===== src/rtl/config_pkg.sv =====
// Shared types for the configuration loader: FSM state encoding and CRC-8 polynomial.
package config_pkg;

    typedef enum logic [2:0] {
        IDLE,
        WAIT_BYTE,
        SHIFT_LO,
        SHIFT_HI,
        WAIT_CRC,
        DONE
    } state_e;

    localparam logic [7:0] CRC8_POLY = 8'h07;

endpackage


===== src/rtl/config_crc8.sv =====
// Combinational byte-wide CRC-8 update; message bits are folded in MSB first.
module config_crc8
    import config_pkg::*;
(
    input  logic [7:0] crc_in,
    input  logic [7:0] byte_in,
    output logic [7:0] crc_out
);

    logic [7:0] stage [0:8];

    assign stage[0] = crc_in ^ byte_in;

    generate
        for (genvar gi = 0; gi < 8; gi++) begin : g_bit
            assign stage[gi+1] = stage[gi][7] ? ({stage[gi][6:0], 1'b0} ^ CRC8_POLY)
                                              : {stage[gi][6:0], 1'b0};
        end
    endgenerate

    assign crc_out = stage[8];

endmodule


===== src/rtl/config_loader.sv =====
// Serial chain loader: bytes in over valid/ready, LSB-first bit stream out on prog_data/prog_clk/prog_en.
// Trailer CRC-8 check is compiled in when CONFIG_LOADER_CRC_EN is defined.
module config_loader
    import config_pkg::*;
#(
    parameter int CHAIN_LEN = 80,
    parameter int CLK_DIV   = 2
) (
    input  logic       clk,
    input  logic       rst_n,
    input  logic       start,
    input  logic [7:0] data_in,
    input  logic       data_valid,
    output logic       data_ready,
    output logic       prog_data,
    output logic       prog_clk,
    output logic       prog_en,
    output logic       busy,
    output logic       done,
    output logic       error
);

    localparam int CW = $clog2(CHAIN_LEN + 1);
    localparam int DW = (CLK_DIV > 1) ? $clog2(CLK_DIV) : 1;
    localparam logic [CW-1:0] LAST_CNT  = CW'(CHAIN_LEN);
    localparam logic [DW-1:0] PHASE_END = DW'(CLK_DIV - 1);

    state_e        state_q, state_d;
    logic [7:0]    shreg_q, shreg_d;
    logic [2:0]    bit_idx_q, bit_idx_d;
    logic [CW-1:0] bit_cnt_q, bit_cnt_d;
    logic [DW-1:0] phase_q, phase_d;
    logic          data_ready_q, data_ready_d;
    logic          prog_data_q, prog_data_d;
    logic          prog_clk_q, prog_clk_d;
    logic          prog_en_q, prog_en_d;
    logic          busy_q, busy_d;
    logic          done_q, done_d;

    logic          phase_end;
    logic          accept;
    logic [CW-1:0] cnt_inc;

    assign phase_end = (phase_q == PHASE_END);
    assign accept    = data_valid && data_ready_q;
    assign cnt_inc   = bit_cnt_q + CW'(1);

`ifdef CONFIG_LOADER_CRC_EN
    logic [7:0] crc_q, crc_d, crc_upd;
    logic       error_q, error_d;

    config_crc8 u_crc8 (
        .crc_in  (crc_q),
        .byte_in (data_in),
        .crc_out (crc_upd)
    );

    assign error = error_q;
`else
    assign error = 1'b0;
`endif

    assign data_ready = data_ready_q;
    assign prog_data  = prog_data_q;
    assign prog_clk   = prog_clk_q;
    assign prog_en    = prog_en_q;
    assign busy       = busy_q;
    assign done       = done_q;

    always_ff @(posedge clk) begin
        if (!rst_n) begin
            state_q      <= IDLE;
            shreg_q      <= '0;
            bit_idx_q    <= '0;
            bit_cnt_q    <= '0;
            phase_q      <= '0;
            data_ready_q <= 1'b0;
            prog_data_q  <= 1'b0;
            prog_clk_q   <= 1'b0;
            prog_en_q    <= 1'b0;
            busy_q       <= 1'b0;
            done_q       <= 1'b0;
`ifdef CONFIG_LOADER_CRC_EN
            crc_q        <= '0;
            error_q      <= 1'b0;
`endif
        end else begin
            state_q      <= state_d;
            shreg_q      <= shreg_d;
            bit_idx_q    <= bit_idx_d;
            bit_cnt_q    <= bit_cnt_d;
            phase_q      <= phase_d;
            data_ready_q <= data_ready_d;
            prog_data_q  <= prog_data_d;
            prog_clk_q   <= prog_clk_d;
            prog_en_q    <= prog_en_d;
            busy_q       <= busy_d;
            done_q       <= done_d;
`ifdef CONFIG_LOADER_CRC_EN
            crc_q        <= crc_d;
            error_q      <= error_d;
`endif
        end
    end

    // Outputs are computed for the state being entered so every port comes straight from a flop.
    always_comb begin
        state_d      = state_q;
        shreg_d      = shreg_q;
        bit_idx_d    = bit_idx_q;
        bit_cnt_d    = bit_cnt_q;
        phase_d      = phase_q;
        data_ready_d = data_ready_q;
        prog_data_d  = prog_data_q;
        prog_clk_d   = prog_clk_q;
        prog_en_d    = prog_en_q;
        busy_d       = busy_q;
        done_d       = 1'b0;
`ifdef CONFIG_LOADER_CRC_EN
        crc_d        = crc_q;
        error_d      = error_q;
`endif

        case (state_q)
            IDLE: begin
                if (start) begin
                    state_d      = WAIT_BYTE;
                    busy_d       = 1'b1;
                    data_ready_d = 1'b1;
                    bit_cnt_d    = '0;
`ifdef CONFIG_LOADER_CRC_EN
                    crc_d        = '0;
                    error_d      = 1'b0;
`endif
                end
            end

            WAIT_BYTE: begin
                if (accept) begin
                    state_d      = SHIFT_LO;
                    shreg_d      = data_in;
                    bit_idx_d    = '0;
                    phase_d      = '0;
                    data_ready_d = 1'b0;
                    prog_en_d    = 1'b1;
                    prog_clk_d   = 1'b0;
                    prog_data_d  = data_in[0];
`ifdef CONFIG_LOADER_CRC_EN
                    crc_d        = crc_upd;
`endif
                end
            end

            SHIFT_LO: begin
                if (phase_end) begin
                    state_d    = SHIFT_HI;
                    phase_d    = '0;
                    prog_clk_d = 1'b1;
                end else begin
                    phase_d = phase_q + DW'(1);
                end
            end

            SHIFT_HI: begin
                if (phase_end) begin
                    phase_d    = '0;
                    prog_clk_d = 1'b0;
                    bit_cnt_d  = cnt_inc;
                    if (cnt_inc == LAST_CNT) begin
                        // Remaining high bits of a partial final byte are dropped here.
                        prog_en_d   = 1'b0;
                        prog_data_d = 1'b0;
`ifdef CONFIG_LOADER_CRC_EN
                        state_d      = WAIT_CRC;
                        data_ready_d = 1'b1;
`else
                        state_d = DONE;
                        done_d  = 1'b1;
                        busy_d  = 1'b0;
`endif
                    end else if (bit_idx_q == 3'd7) begin
                        state_d      = WAIT_BYTE;
                        data_ready_d = 1'b1;
                    end else begin
                        state_d     = SHIFT_LO;
                        bit_idx_d   = bit_idx_q + 3'd1;
                        shreg_d     = {1'b0, shreg_q[7:1]};
                        prog_data_d = shreg_q[1];
                    end
                end else begin
                    phase_d = phase_q + DW'(1);
                end
            end

`ifdef CONFIG_LOADER_CRC_EN
            WAIT_CRC: begin
                if (accept) begin
                    state_d      = DONE;
                    data_ready_d = 1'b0;
                    error_d      = (data_in != crc_q);
                    done_d       = 1'b1;
                    busy_d       = 1'b0;
                end
            end
`endif

            DONE: begin
                state_d = IDLE;
            end

            default: begin
                state_d = IDLE;
            end
        endcase
    end

endmodule

===== config.mk =====
export PLATFORM = sky130hd
export DESIGN_NAME = config_loader
export DESIGN_NICKNAME = d
export VERILOG_FILES = /design/src/rtl/config_pkg.sv /design/src/rtl/config_crc8.sv /design/src/rtl/config_loader.sv
export SDC_FILE = /design/constraint.sdc
export NUM_CORES = 1
export LEC_CHECK = 0
export ABC_AREA = 1
export ABC_CLOCK_PERIOD_IN_PS = 1900
export CORE_MARGIN = 2
export CORE_UTILIZATION = 25
export CTS_BUF_LIST = sky130_fd_sc_hd__clkbuf_4 sky130_fd_sc_hd__clkbuf_8 sky130_fd_sc_hd__clkbuf_16
export DETAILED_ROUTE_END_ITERATION = 16
export PLACE_DENSITY = 0.54
export SYNTH_ARGS = -nofsm -noshare
export SYNTH_HDL_FRONTEND = slang
export SYNTH_HIERARCHICAL = 1
export SYNTH_SLANG_ARGS = --single-unit
export TNS_END_PERCENT = 10

===== constraint.sdc =====
create_clock -name clk -period 1.9 [get_ports clk]
set_clock_uncertainty 0.05 [all_clocks]
set_input_delay 0.19 -clock clk [delete_from_list [all_inputs] [get_ports clk]]
set_output_delay 0.19 -clock clk [all_outputs]
set_load 0.005 [all_outputs]

==> impl_metrics.env <==
export IMPL_post_synth_top_count_cell="nand2_1"
export IMPL_clk_pin_slew_ns=0.10
export IMPL_setup_violations=0
export IMPL_cp_top_family="simple AND/OR/NAND/NOR gates"
export IMPL_max_freq_mhz=579
export IMPL_antenna_found_initial=0
export IMPL_placementRows=28
export IMPL_avgViaCountPerCell=4.39
export IMPL_synthArstFlopShare=0
export IMPL_synthTopCellsByArea="dfxtp_1, nand2_1, inv_1, nor2_1, a21oi_1"
export IMPL_drive_gt1_frac=0.131
export IMPL_synth_fa_ha_area_frac=0.0247
export IMPL_placedCellCount=319
export IMPL_crit_top_cell="nand2_1"
export IMPL_powerDensity_nw_per_um2=1200
export IMPL_routed_wl_um=3250
export IMPL_dr_total_vias=1432
export IMPL_total_power_mw=2.23
export IMPL_run_status="completed"
export IMPL_grt_max_degree=15
export IMPL_synth_top_family_by_area="simple AND/OR/NAND/NOR gates"
export IMPL_boundaryPins=19
export IMPL_start_kind="flip-flop"
export IMPL_finalCriticalPeriod_ns=1.73
export IMPL_postCtsHoldBufs=0
export IMPL_coreArea_um2=5920
export IMPL_drc=0
export IMPL_syn_avg_cell_area_um2=6.71
export IMPL_cp_max_fo=12
export IMPL_cts_tree="built"
export IMPL_io_buffers=17
export IMPL_grt_pass1_wl_um=5370
export IMPL_n_antenna_cell=0
export IMPL_die_h_um=82.0
export IMPL_setup_ws_ns=0.172
export IMPL_slowest_delay_ns=0.37
export IMPL_path_cells="ha_2 -> nand2_1 -> nor2_2 -> nand3_1 -> nand2_2 -> nand4_4 -> nand3_4 -> nand2_1 -> nand2_1 -> nor2_1"
export IMPL_vdd_drop_max_uv=428
export IMPL_die_area_um2=6730
export IMPL_initial_core_util=0.257
export IMPL_numCtsBuffers=3
export IMPL_ys_ff_latch=27
export IMPL_utilization=0.315
export IMPL_crit_type="flip-flop to flip-flop"
export IMPL_arrival_ns=1.83
export IMPL_grt_usage=0.101
export IMPL_ctsLongestPathBuffers=2
export IMPL_fin_crit_sh=0.910
export IMPL_totalNegativeSetupSlack_ns=0
export IMPL_synth_cells=227
export IMPL_clk_latency_ns=0.28
export IMPL_post_dp_cell_area_um2=1780
export IMPL_holdWs_ns=0.410
export IMPL_yosysSeqAreaShare=0.355
export IMPL_area_growth_pct=22.5
export IMPL_grt_ovfl_total=0
export IMPL_synthSimpleGateAreaFrac=0.392
export IMPL_rsz0062_at_grt="true"
export IMPL_first_pass_iters=4
export IMPL_finalHoldViolations=0
export IMPL_fin_nets=267
export IMPL_hp_class="flip-flop to flip-flop"
export IMPL_leakagePower_nw=0.813
export IMPL_ant_nets=0
export IMPL_pre_cts_slack_ns=0.0888
export IMPL_syn_area_um2=1520
export IMPL_synth_edff_count=0
export IMPL_drv_cap=0
export IMPL_synth_fp_nets=242
export IMPL_cts_sinks=27
export IMPL_critPathCaptureType="flip-flop"
export IMPL_fp_dieW_um=82.0
export IMPL_synth_compound_area_frac=0.0986
export IMPL_yosys_warnings=6
export IMPL_stdcell_area_um2=1870
export IMPL_gp_congestion=0.843
export IMPL_synth_top_area_share=0.355
export IMPL_cpMaxStageDelayCell="dfxtp_2"
export IMPL_drtIter0Drc=66
export IMPL_final_cell_count_no_fill=326
export IMPL_drv_slew=0
export IMPL_h_tree_depth=1
export IMPL_synthTopCellsByCount="nand2_1, inv_1, dfxtp_1"
export IMPL_wl_per_cell_um=9.96
export IMPL_ys_flop_type="dfxtp_1"
export IMPL_ys_types=26
export IMPL_synth_mux_area_frac=0
export IMPL_dp_hpwl_um=2410
export IMPL_cp_data_required_time_ns=2.00
export IMPL_grt_pass1_vias=1229
export IMPL_synth_largest_area_cell="dfxtp_1"
export IMPL_worst_path_buf_inv=0
export IMPL_cts_root_buf="clkbuf_8"
export IMPL_synth_xor_area_frac=0
[state kept, by name, summed over array words and instances (netlist names)]
signal	count
bit_cnt_q	7
bit_idx_q	3
busy	1
data_ready	1
done	1
phase_end	1
prog_clk	1
prog_data	1
prog_en	1
shreg_q	7
state_q	3
[cell type report]
type | count | area (µm²)
fillers | 670 | 4060
multi-input cells | 157 | 793
flip-flops and latches | 27 | 543
repair buffers | 27 | 249
inverters | 36 | 138
well taps | 75 | 93.8
clock buffers | 4 | 48.8
[layer usage]
metal / wire (µm) / GRT usage
met1: 1630 / 0.135
met2: 1450 / 0.164
met3: 145 / 0.0231
met4: 23 / 0.0283
met5: 0 / 0
[tightest hold or removal path, cell delays in order, from the launching register on]
cell and delay, ns:
dfxtp_1 0.32, inv_1 0.05, a21oi_1 0.05
[worst paths after layout]
| kind | cells past startpoint | end | from | slack (ns) |
|---|---|---|---|---|
| min | 2 | busy | busy | 0.41 |
| max reg2reg | 10 | bit_idx_q[2] | bit_cnt_q[1] | 0.17 |
| min reg2reg | 2 | busy | busy | 0.41 |
| max | 10 | bit_idx_q[2] | bit_cnt_q[1] | 0.17 |
[placed cells by master, fill, tap and decap left out]
| cell | instances |
|---|---|
| nor2_8 | 1 |
| nand3_4 | 1 |
| ha_1 | 2 |
| nor2_1 | 21 |
| inv_2 | 1 |
| o21ai_1 | 1 |
| inv_4 | 1 |
| dfxtp_2 | 2 |
| nor3_1 | 3 |
| clkbuf_8 | 3 |
| ha_2 | 1 |
| nand3_1 | 13 |
| nor2_4 | 1 |
| nand2_2 | 5 |
| nand4_4 | 1 |
| nor2_2 | 4 |
| clkbuf_4 | 1 |
| conb_1 | 1 |
| nand4_1 | 10 |
| o21ai_0 | 9 |
| a21oi_4 | 1 |
| a21oi_1 | 14 |
| buf_6 | 1 |
| clkdlybuf4s50_1 | 17 |
| dfxtp_1 | 25 |
| nand3b_1 | 1 |
| buf_4 | 9 |
| a31oi_1 | 1 |
| nand2_1 | 65 |
| o21bai_1 | 1 |
| inv_1 | 34 |
[report_power, final]
part,total [mW],switching (mW),internal (mW)
Sequential,0.789,0.0712,0.718
Clock,0.352,0.187,0.165
Combinational,1.09,0.652,0.436
Total,2.23,0.911,1.32
[cells by family after synthesis]
family	count (synthesis)
and+or+nand+nor	126
buffers and inverters	43
adders and majority gates	3
other	1
DFF	27
AOI/OAI and AO/OA	27
[timing repair]
| action | 4_1_cts | 5_1_grt |
|---|---|---|
| endpoints found under the hold margin | 0 | 0 |
| buffers inserted | 0 | 3 |
| resized for setup | 0 | 6 |
| endpoints found under the setup margin | 0 | 15 |
Note: power is estimated with default switching activity, not from simulation.
